===== src/rtl/circle_pkg.sv =====
// Shared types and width helpers for the circle/clear raster engine.
package circle_pkg;

   typedef enum logic [2:0] {
      StIdle,
      StInit,
      StPlot,
      StStep,
      StClear,
      StFin
   } state_e;

   localparam logic MODE_OUTLINE = 1'b0;
   localparam logic MODE_CLEAR   = 1'b1;

   // Decision variable: 3-2r and its increments stay well inside r_w+4 signed bits.
   function automatic int unsigned dvar_width(input int unsigned r_w);
      return r_w + 4;
   endfunction

   // Signed candidate width: widest operand plus sign and carry, so no wrap-around.
   function automatic int unsigned coord_width(input int unsigned x_w, input int unsigned y_w,
                                               input int unsigned r_w);
      int unsigned m;
      m = (x_w > r_w) ? x_w : r_w;
      if (y_w > m) m = y_w;
      return m + 2;
   endfunction

endpackage


===== src/rtl/circle_octant_map.sv =====
// Maps (x, y, oct) around the centre to a signed screen candidate and flags it on-screen.
module circle_octant_map
   import circle_pkg::*;
#(
   parameter int unsigned X_W      = 8,
   parameter int unsigned Y_W      = 7,
   parameter int unsigned CW       = 10,
   parameter int unsigned SCREEN_W = 160,
   parameter int unsigned SCREEN_H = 120
) (
   input  logic [X_W-1:0]        xc,
   input  logic [Y_W-1:0]        yc,
   input  logic signed [CW-1:0]  x,
   input  logic signed [CW-1:0]  y,
   input  logic [2:0]            oct,
   output logic signed [CW-1:0]  cx,
   output logic signed [CW-1:0]  cy,
   output logic                  on_screen
);

   localparam logic signed [CW-1:0] SW = CW'(SCREEN_W);
   localparam logic signed [CW-1:0] SH = CW'(SCREEN_H);

   logic signed [CW-1:0] xcs;
   logic signed [CW-1:0] ycs;

   assign xcs = $signed({{(CW-X_W){1'b0}}, xc});
   assign ycs = $signed({{(CW-Y_W){1'b0}}, yc});

   always_comb begin
      cx = xcs;
      cy = ycs;
      unique case (oct)
         3'd0: begin cx = xcs + x; cy = ycs + y; end
         3'd1: begin cx = xcs - x; cy = ycs + y; end
         3'd2: begin cx = xcs + x; cy = ycs - y; end
         3'd3: begin cx = xcs - x; cy = ycs - y; end
         3'd4: begin cx = xcs + y; cy = ycs + x; end
         3'd5: begin cx = xcs - y; cy = ycs + x; end
         3'd6: begin cx = xcs + y; cy = ycs - x; end
         3'd7: begin cx = xcs - y; cy = ycs - x; end
         default: begin cx = xcs; cy = ycs; end
      endcase
   end

   assign on_screen = !cx[CW-1] && (cx < SW) && !cy[CW-1] && (cy < SH);

endmodule


===== src/rtl/circle_raster_engine.sv =====
// Control FSM and datapath: midpoint circle outline with clipping, or full-screen clear,
// emitting one pixel per valid/ready handshake.
module circle_raster_engine
   import circle_pkg::*;
#(
   parameter int unsigned X_W      = 8,
   parameter int unsigned Y_W      = 7,
   parameter int unsigned R_W      = 8,
   parameter int unsigned SCREEN_W = 160,
   parameter int unsigned SCREEN_H = 120,
   parameter int unsigned COLOUR_W = 3
) (
   input  logic                clock,
   input  logic                resetn,
   input  logic                start,
   input  logic                mode,
   input  logic [X_W-1:0]      xc,
   input  logic [Y_W-1:0]      yc,
   input  logic [R_W-1:0]      radius,
   input  logic [COLOUR_W-1:0] colour,
   output logic [X_W-1:0]      pix_x,
   output logic [Y_W-1:0]      pix_y,
   output logic [COLOUR_W-1:0] pix_colour,
   output logic                pix_valid,
   input  logic                pix_ready,
   output logic                busy,
   output logic                done
);

   localparam int unsigned CW = coord_width(X_W, Y_W, R_W);
   localparam int unsigned DW = dvar_width(R_W);
   localparam logic [X_W-1:0] XMAX = X_W'(SCREEN_W - 1);
   localparam logic [Y_W-1:0] YMAX = Y_W'(SCREEN_H - 1);

   state_e state_q, state_d;

   logic [X_W-1:0]      xc_q;
   logic [Y_W-1:0]      yc_q;
   logic [R_W-1:0]      radius_q;
   logic [COLOUR_W-1:0] colour_q;
   logic                accept;

   logic signed [CW-1:0] x_q, x_d, y_q, y_d;
   logic signed [CW-1:0] x_n, y_n;
   logic signed [DW-1:0] d_q, d_d;
   logic signed [DW-1:0] r_ext;
   logic [2:0]           oct_q, oct_d;
   logic [X_W-1:0]       scan_x_q, scan_x_d;
   logic [Y_W-1:0]       scan_y_q, scan_y_d;

   logic signed [CW-1:0] cand_x, cand_y;
   logic                 cand_on;

   assign r_ext      = $signed({{(DW-R_W){1'b0}}, radius_q});
   assign pix_colour = colour_q;

   circle_octant_map #(
      .X_W      (X_W),
      .Y_W      (Y_W),
      .CW       (CW),
      .SCREEN_W (SCREEN_W),
      .SCREEN_H (SCREEN_H)
   ) u_octant_map (
      .xc        (xc_q),
      .yc        (yc_q),
      .x         (x_q),
      .y         (y_q),
      .oct       (oct_q),
      .cx        (cand_x),
      .cy        (cand_y),
      .on_screen (cand_on)
   );

   always_comb begin
      state_d   = state_q;
      x_d       = x_q;
      y_d       = y_q;
      d_d       = d_q;
      oct_d     = oct_q;
      scan_x_d  = scan_x_q;
      scan_y_d  = scan_y_q;
      x_n       = x_q + CW'(1);
      y_n       = y_q;
      accept    = 1'b0;
      pix_valid = 1'b0;
      pix_x     = '0;
      pix_y     = '0;
      busy      = (state_q != StIdle);
      done      = 1'b0;

      unique case (state_q)
         StIdle: begin
            if (start) begin
               accept = 1'b1;
               if (mode == MODE_CLEAR) begin
                  state_d  = StClear;
                  scan_x_d = '0;
                  scan_y_d = '0;
               end else begin
                  state_d = StInit;
               end
            end
         end

         StInit: begin
            x_d     = '0;
            y_d     = $signed({{(CW-R_W){1'b0}}, radius_q});
            d_d     = DW'(3) - (r_ext <<< 1);
            oct_d   = '0;
            state_d = StPlot;
         end

         StPlot: begin
            if (cand_on) begin
               pix_valid = 1'b1;
               pix_x     = X_W'(cand_x);
               pix_y     = Y_W'(cand_y);
            end
            // Clipped candidates advance unconditionally; visible ones wait for the handshake.
            if (!cand_on || pix_ready) begin
               oct_d = oct_q + 3'd1;
               if (oct_q == 3'd7) state_d = StStep;
            end
         end

         StStep: begin
            if (d_q[DW-1]) begin
               d_d = d_q + (DW'(x_q) <<< 2) + DW'(6);
            end else begin
               d_d = d_q + ((DW'(x_q) - DW'(y_q)) <<< 2) + DW'(10);
               y_n = y_q - CW'(1);
            end
            x_d     = x_n;
            y_d     = y_n;
            oct_d   = '0;
            state_d = (x_n <= y_n) ? StPlot : StFin;
         end

         StClear: begin
            pix_valid = 1'b1;
            pix_x     = scan_x_q;
            pix_y     = scan_y_q;
            if (pix_ready) begin
               if (scan_x_q == XMAX) begin
                  scan_x_d = '0;
                  if (scan_y_q == YMAX) state_d = StFin;
                  else scan_y_d = scan_y_q + Y_W'(1);
               end else begin
                  scan_x_d = scan_x_q + X_W'(1);
               end
            end
         end

         StFin: begin
            done    = 1'b1;
            state_d = StIdle;
         end

         default: state_d = StIdle;
      endcase
   end

   always_ff @(posedge clock) begin
      if (resetn) begin
         state_q  <= StIdle;
         xc_q     <= '0;
         yc_q     <= '0;
         radius_q <= '0;
         colour_q <= '0;
         x_q      <= '0;
         y_q      <= '0;
         d_q      <= '0;
         oct_q    <= '0;
         scan_x_q <= '0;
         scan_y_q <= '0;
      end else begin
         state_q  <= state_d;
         x_q      <= x_d;
         y_q      <= y_d;
         d_q      <= d_d;
         oct_q    <= oct_d;
         scan_x_q <= scan_x_d;
         scan_y_q <= scan_y_d;
         if (accept) begin
            xc_q     <= xc;
            yc_q     <= yc;
            radius_q <= radius;
            colour_q <= colour;
         end
      end
   end

endmodule


===== config.mk =====
export PLATFORM = sky130hd
export DESIGN_NAME = circle_raster_engine
export DESIGN_NICKNAME = d
export VERILOG_FILES = /design/src/rtl/circle_pkg.sv /design/src/rtl/circle_octant_map.sv /design/src/rtl/circle_raster_engine.sv
export SDC_FILE = /design/constraint.sdc
export NUM_CORES = 1
export LEC_CHECK = 0
export CORE_MARGIN = 2
export CORE_UTILIZATION = 45
export DETAILED_ROUTE_END_ITERATION = 6
export SLEW_MARGIN = 20
export SYNTH_ARGS = -nofsm -noshare
export SYNTH_HDL_FRONTEND = slang
export SYNTH_SLANG_ARGS = --single-unit

===== constraint.sdc =====
create_clock -name clock -period 14.04 [get_ports clock]
set_input_delay 4.212 -clock clock [delete_from_list [all_inputs] [get_ports clock]]
set_output_delay 4.212 -clock clock [all_outputs]
set_load 0.02 [all_outputs]

Word-level counts from Yosys, hierarchy flattened
Index checks and enable logic that the tools add are counted.
Widths: inputs -> output; s select.
Operators by class
  multiplexer cells: 39
  reduce and logical (&&, ||, !) cells: 26
  eq/ne operators: 22
  order comparisons: 3
  add/sub/neg operators: 19
Operator list (count)
  $pmux 10 s4: 2
  $mux 7: 6
  $mux 8: 5
  $pmux 10 s2: 2
  $pmux 8 s2: 2
  $pmux 7 s2: 2
  $mux 3: 9
  $add 12x12->12: 2
  $pmux 12 s2: 1
  $add 8x10->10: 2
  $add 9x10->10: 2
  $mux 10: 2
  $sub 8x10->10: 2
  $sub 9x10->10: 2
  $eq 3x3->1 const B: 6
  $reduce_or 2->1: 9
  $ne 2x2->1 const B: 8
  $pmux 3 s5: 1
  $add 12x4->12 const B: 1
  $add 12x5->12 const B: 1
  $eq 3x2->1 const B: 4
  $mux 12: 1
  $reduce_and 6->1: 2
  $add 10x2->10 const B: 1
  23 further kinds: 34
Word-level totals
  output and inout bits: 21
  word-level logic and storage cells: 120
  flip-flop bits (word level): 79
  bits of input ports: 31

Logic depth before layout (Yosys ltp)
Gate-level depths: netlist of the first run.
  word-level depth: 11
  depth in mapped cells: 21

Cells and area by module
From an unflattened synthesis of the first run, not the netlist that was laid out.
Second synthesis, totals
  cell total of the unflattened synthesis: 915
  area total of the unflattened synthesis: 7228.2 µm²
Modules (own cells, without submodules)
  circle_raster_engine: cells an instance 680, area each 5527.8 µm², seq. area each 1561.5 µm², times used 1
  circle_octant_map: cells an instance 235, area each 1700.4 µm², seq. area each 0.0 µm², times used 1

Worst setup path before layout of the first run
No wires, ideal clock.
  path type: register to output
  start: register oct_q[0]
  end: output port pix_x[0]
  buffers on the path: 2
  arrival time: 4173 ps
  required time: 9828 ps
  cell stages (with the launch flop): 18
  setup slack: 5655 ps
  path through: dfxtp_1 ha_1 ha_1 clkbuf_1 or3_1 nand2b_1 clkbuf_1 nand2_1 a22o_1 ha_1 fa_1 nand2b_1 a21oi_1 o31a_1 a21oi_1 o21ai_0 o311ai_4 o41ai_1
Between the ends
  longest elaborated chain between the ends: 9
  elaborated cells between the ends (all ways): 27
RTL lines
  start: declaration: line circle_raster_engine.sv:47  | logic [2:0] oct_q, oct_d;
  start signal: assignment: line circle_raster_engine.sv:181  | oct_q <= oct_d;
  $eq 3x3->1, or another cell as far along: line circle_octant_map.sv:33  | unique case (oct)
  $reduce_or 2->1 (no source line)
  $pmux 10 s4: line circle_octant_map.sv:33
  $lt 10x9->1 / $logic_not 1->1 (equally long branches): line circle_octant_map.sv:46  | assign on_screen = !cx[CW-1] && (cx < SW) && !cy[CW-1] && (cy < SH);
  $logic_and 1x1->1 (3 in series): line circle_octant_map.sv:46
  $mux 8 (*): line circle_raster_engine.sv:114  | if (cand_on) begin
  $pmux 8 s2 (*): line circle_raster_engine.sv:91  | unique case (state_q)
  end: declaration: line circle_raster_engine.sv:21  | output logic [X_W-1:0] pix_x,
Mark *: on every way between the ends. The rest lies on a longest branch, timed or not.

Final worst setup path of the first run
  start: register oct_q[2]
  end: output port pix_x[2]
The elaborated chain is that of the path after synthesis.

==> metrics.txt, run 1 <==
outcome finished, final reports clean; clock latency on the worst-skew pair 360 ps; LEAKAGE 0.00333 uW; 1st-iter DRT viols 618; DRC 0; Post-Route WL 19600 um; Fin. Hold Viols 0; number of antenna-violating nets in the routed design 0; dpl hpwl 15000 um; total gr overflow 0; synth cell count leaders nand2_1, nor2_1, a21oi_1, ha_1, dfxtp_1; Final nets 1091; initial antenna violation count 1; sequential element share of the synthesized area 21.7%; RSZ-0062 raised after global routing no; Max FO, Critical Path 14; # IOs 52; Post-synth EDFFs 0; synthesized cell area 7200 um2; Yosys reg bits 78; cell repeated most along the worst path ha_1; CTS buffer count 9; Fillers 1613; critical path cell sequence inv_1 > ha_1 > nor4_2 > nand2_1 > nand3_1 > o21ai_0 > a211oi_1 > ha_1 > and3_1 > o21ai_1 > a21oi_1 > nand2b_1 > mux2i_1 > a31oi_4 > nor3_2 > a32o_1 > clkdlybuf4s50_1; postcts setup bufs 0; sequential power share 27.7%; CTS tree built; WL/cell 16.4 um; CP arrival 5830 ps; H-tree depth 3; Clk pwr share 27.4%; slowest stage cell, crit path nor4_2; Critical Path RT 9830 ps; post-synth top area cell dfxtp_1; Chip Height 130 um; worst hold path type reg -> reg; Core ar. 15800 um2; internal power 567 uW; most common cell in the netlist nand2_1; CP bufs+invs 2; Critical Path Sink Type output pin; synth warn 0; CTS Buffer Depth 2; Multi-input gate area 5210 um2; largest net degree at the start of global routing 64; GPL Wtd Cong 0.917; fin crit period 10040 ps; final setup violation count 0; Net Sw Frac 40.2%; syn_nets 1079; Post-CTS Hold Buffers 0; Tcrit/Tclk final 71.5%; delay-heaviest family, CP simple AND/OR/NAND/NOR gates; worst relative slew slack 35.3%; Max Cap Viol 0; Resized cells post-CTS 0; Reg clk slew, reported paths 70 ps; post-synthesis instance total 961; CP Class reg -> out; area share of the leading cell type in the synthesized netlist 21.7%; Row Count 46; fmax 99.6 MHz; Setup TNS 0 ps; vias per cell 5.69; die area 17000 um2; area taken by flip-flops and latches 1560 um2; first-pass GRT wire length 31600 um; non-filler cells, final 1195; clock skew 8.66 ps; dominant synthesized flop cell dfxtp_1; Initial Util 45.6%; Yosys cell types 73; share of layout cells above drive strength 1 4.50%; Peak VDD IR 0.0000753 V; Port Buffer Count 51; Area Growth Syn to Fin 12.8%; cell count after placement 1178; CP startpoint kind flip-flop; total track usage 23.8%; CTS sink count 78; Worst path max stage delay 870 ps; 1st-pass router iterations 6; synthesized area per cell 7.49 um2; top cells by area, synth dfxtp_1, ha_1, a21oi_1, nand2_1, nor2_1; Net Sw Power 381 uW; logic gate share of total power 44.9%; CTS root buf clkbuf_16; vias post-DR 6797; Post-synth ARST share 0%; Least-Margin Pin Slew 962 ps; pwr dens 117 nW/um2; Die X-Extent 130 um; Pins Over Slew Limit 0; number of global-route vias before repair 5919
==> power groups by stage <==
stage / combinational (uW) / clock, uW / sequential [uW]
after detailed placement: 422 / 0 / 268
final: 426 / 260 / 263
after floorplan: 329 / 0 / 257
after global placement: 421 / 0 / 267
after global routing: 476 / 276 / 266
after CTS: 424 / 266 / 263
==> layer usage <==
layer / up-vias / part of all wire, % / global-route usage [%]
li1: 3463 / - / -
met1: 3085 / 50 / 35.4
met2: 218 / 42 / 34.9
met3: 31 / 6.3 / 4.64
met4: 0 / 2.3 / 7.07
met5: - / 0 / 0
==> through the flow <==
step | util (%) | power, uW | instance area (um2) | setup WS, ps | hold WS, ps
finish | 51.5 | 948 | 8120 | 4000 | 460
global route | 51.5 | 1020 | 8120 | 3580 | 482
CTS | 51.5 | 953 | 8120 | 4060 | 462
detailed placement | 49.4 | 689 | 7790 | 4500 | 452
global placement | 49.4 | 688 | 7790 | 4540 | 448
floorplan | - | 586 | 7200 | 5650 | 436
==> worst register-to-register path, delay by kind of cell (launching register included) <==
family | cells | cell delay, ps
and+or+nand+nor | 6 | 2280
muxes | 2 | 530
AOI/OAI and AO/OA | 6 | 1080
DFF | 1 | 520
adders and majority gates | 2 | 620
buffers and inverters | 1 | 170
==> flip-flops by register name, summed over array words and instances, names as in the netlist <==
signal and count:
d_q 11, oct_q 3, pix_colour 3, radius_q 8
scan_x_q 8, scan_y_q 7, state_q 3, x_q 10
xc_q 8, y_q 10, yc_q 7
==> final timing paths <==
| kind | slack (ps) | startpoint | depth (start not counted) | to |
|---|---|---|---|---|
| max | 4000 | oct_q[2] | 17 | pix_x[2] |
| min | 460 | pix_colour[1] | 2 | pix_colour[1] |
| min reg2reg | 460 | pix_colour[1] | 2 | pix_colour[1] |
| max reg2reg | 8740 | oct_q[2] | 17 | oct_q[0] |
==> cell families after synthesis <==
| kind of cell | Yosys count | share of synthesized area, % |
|---|---|---|
| AO/OA/AOI/OAI | 268 | 24.9 |
| XOR/XNOR | 63 | 7.67 |
| multiplexers | 12 | 1.84 |
| adder cells (fa/ha/maj) | 87 | 15.6 |
| flip-flops | 78 | 21.7 |
| buffers and inverters | 109 | 5.84 |
| AND/OR/NAND/NOR | 344 | 22.4 |
==> final cells by class <==
type	instances	area share, %
diodes	1	0.0308
well taps	216	3.33
flip-flops and latches	78	19.2
clock inverters	6	1.16
clock buffers	10	2.82
inverters	53	2.45
repair buffers	57	6.78
multi-input cells	774	64.2
==> cell usage in the layout, fill, tap and decap left out, types with 9 or more instances in the layout <==
| master | netlist | final |
|---|---|---|
| nand2_1 | 116 | 116 |
| nand4_1 | 9 | 9 |
| a211oi_1 | 14 | 14 |
| o211ai_1 | 10 | 10 |
| a21o_1 | 11 | 11 |
| nor2_1 | 96 | 96 |
| xnor2_1 | 41 | 41 |
| a21oi_1 | 93 | 93 |
| nor2b_1 | 12 | 12 |
| a22o_1 | 11 | 11 |
| dfxtp_1 | 78 | 78 |
| inv_1 | 52 | 52 |
| ha_1 | 82 | 82 |
| clkdlybuf4s50_1 | 0 | 50 |
| clkbuf_16 | 0 | 9 |
| nor3_1 | 30 | 30 |
| or3_1 | 9 | 9 |
| o21ai_0 | 46 | 46 |
| nand2b_1 | 11 | 11 |
| xor2_1 | 22 | 22 |
| a22oi_1 | 11 | 11 |
| nand3_1 | 16 | 16 |
Note: power is estimated with default switching activity, not from simulation.
==> run 2, diff against run 1 <==
- clock period: 14.04 -> 9.9 ns (I/O delays scaled with it)
==> metrics.txt, run 2 (synthesized netlist as in run 1, its figures left out) <==
vias post-DR 6726 (was 6797); Resized cells post-CTS 0 (unchanged); worst hold path type reg -> reg (unchanged); Multi-input gate area 5210 um2 (unchanged); fmax 114 MHz; RSZ-0062 raised after global routing no (unchanged); CP arrival 5840 ps (was 5830 ps); Initial Util 45.6% (unchanged); initial antenna violation count 0 (was 1); Row Count 46 (unchanged); outcome finished, final reports clean (unchanged); CTS root buf clkbuf_16 (unchanged); Setup TNS 0 ps (unchanged); Least-Margin Pin Slew 1000 ps (was 962 ps); Critical Path Sink Type output pin (unchanged); CTS sink count 78 (unchanged); Tcrit/Tclk final 88.9%; H-tree depth 3 (unchanged); most frequent cells in the layout nand2_1, nor2_1, a21oi_1, ha_1, dfxtp_1 (unchanged); final setup violation count 0 (unchanged); # IOs 52 (unchanged); clock latency on the worst-skew pair 360 ps (about the same); 1st-iter DRT viols 508 (was 618); Critical Path RT 6930 ps (was 9830 ps); 1st-pass router iterations 6 (unchanged); worst relative slew slack 32.7% (was 35.3%); first-pass GRT wire length 32000 um (was 31600 um); total track usage 24.1% (was 23.8%); pwr dens 166 nW/um2 (was 117 nW/um2); clock skew 11.2 ps (was 8.66 ps); total gr overflow 0 (unchanged); fin crit period 8810 ps; max reg flops 11 (unchanged); Post-Route WL 19800 um (was 19600 um); worst hold path depth 2 (unchanged); Peak VDD IR 0.000121 V (was 0.0000753 V); slowest stage cell, crit path nor4_2 (unchanged); CP Class reg -> out (unchanged); Core ar. 15800 um2 (unchanged); number of antenna-violating nets in the routed design 0 (unchanged); dpl hpwl 15000 um (about the same); Fillers 1651 (was 1613); DRC 0 (unchanged); Post-CTS Hold Buffers 0 (unchanged); Port Buffer Count 51 (unchanged); Final nets 1091 (unchanged); Area Growth Syn to Fin 12.8% (about the same); CTS Buffer Depth 2 (unchanged); Chip Height 130 um (unchanged); GPL Wtd Cong 0.914 (was 0.917); Worst Hold Slack 459 ps (was 460 ps); Reg clk slew, reported paths 60 ps (was 70 ps); Pins Over Slew Limit 0 (unchanged); CTS buffer count 9 (unchanged); Ant. Diodes 0 (was 1); area taken by flip-flops and latches 1560 um2 (unchanged); CTS tree built (unchanged); Die X-Extent 130 um (unchanged); commonest non-fill, non-tap cell in the layout nand2_1 (unchanged); Max Cap Viol 0 (unchanged); Max FO, Critical Path 14 (unchanged); Fin. Hold Viols 0 (unchanged); Worst path max stage delay 900 ps (was 870 ps); Largest Register d_q (unchanged); R2R cell count 16 (was 17); vias per cell 5.63 (was 5.69); share of layout cells above drive strength 1 4.50% (unchanged); Regs by FF count d_q (11), x_q (10), y_q (10) (unchanged); die area 17000 um2 (unchanged); postcts setup bufs 0 (unchanged); LEAKAGE 0.00333 uW (about the same); CP startpoint kind flip-flop (unchanged); WL/cell 16.6 um (was 16.4 um); number of global-route vias before repair 5972 (was 5919); critical path cell sequence inv_1 > ha_1 > nor4_2 > nand2_1 > a21oi_1 > a2111oi_0 > ha_1 > or2_2 > o211ai_1 > a211oi_1 > a21oi_1 > nor4_2 > a31oi_4 > nor3_2 > a32o_1 > clkdlybuf4s50_1 (was inv_1 > ha_1 > nor4_2 > nand2_1 > nand3_1 > o21ai_0 > a211oi_1 > ha_1 > and3_1 > o21ai_1 > a21oi_1 > nand2b_1 > mux2i_1 > a31oi_4 > nor3_2 > a32o_1 > clkdlybuf4s50_1); largest net degree at the start of global routing 64 (unchanged)
-- run 2: changes by cell type in the layout (fill, tap and decap cells not counted), sizes merged --
cell      change
clkinvlp      +1
diode         -1
clkinv        -1
-- run 2: final cells by class --
| class | count | share of cell area, % |
|---|---|---|
| sequential | 78 | 19.2 |
| timing repair buffer | 57 | 6.78 |
| tap | 216 | 3.33 |
| multi-input combinational | 774 | 64.2 |
| inverter | 53 | 2.45 |
| clock inverter | 6 | 1.14 |
| clock buffer | 10 | 2.82 |
-- run 2: worst max-delay path, delay by kind of cell, from the launching register on --
family          cells  cell delay [ps]
simple gates        5             2260
compound gates      7             1270
buf+inv             2              760
fa+ha+maj           2              680
flops               1              500
-- run 2: path summary, 6_finish.rpt --
kind / start / to / slack [ps]
worst max-delay path: oct_q[2] / pix_x[2] / 1090
worst min-delay path: pix_colour[1] / pix_colour[1] / 460
worst max register to register: oct_q[2] / oct_q[2] / 4590
worst min register to register: pix_colour[1] / pix_colour[1] / 460
-- run 2: per-layer routing --
metal  share of wire, %  routed length (um)  vias to the layer above  GRT usage (%)
met1                 50                9910                     3044           35.7
met5                  0                   0                        -              0
li1                   -                   -                     3466              -
met2                 42                8300                      192           35.5
met4                1.8                 352                        0           7.01
met3                6.1                1200                       24           4.80
-- run 2: report_power, final --
group	internal [uW]	total (uW)	switching, uW
combinational	242	605	363
clock	223	373	150
sequential	340	373	33.2
-- run 2: stage by stage --
stage                     instance area (um2)  cells  util, %  setup slack, ps  total power [uW]
after floorplan                          7200    961        -             2760               831
after global placement                   7790   1178     49.4             1640               976
after detailed placement                 7790   1178     49.4             1600               979
after CTS                                8120   1194     51.5             1160              1360
after global routing                     8120   1194     51.5              706              1450
final                                    8120   1194     51.5             1090              1350
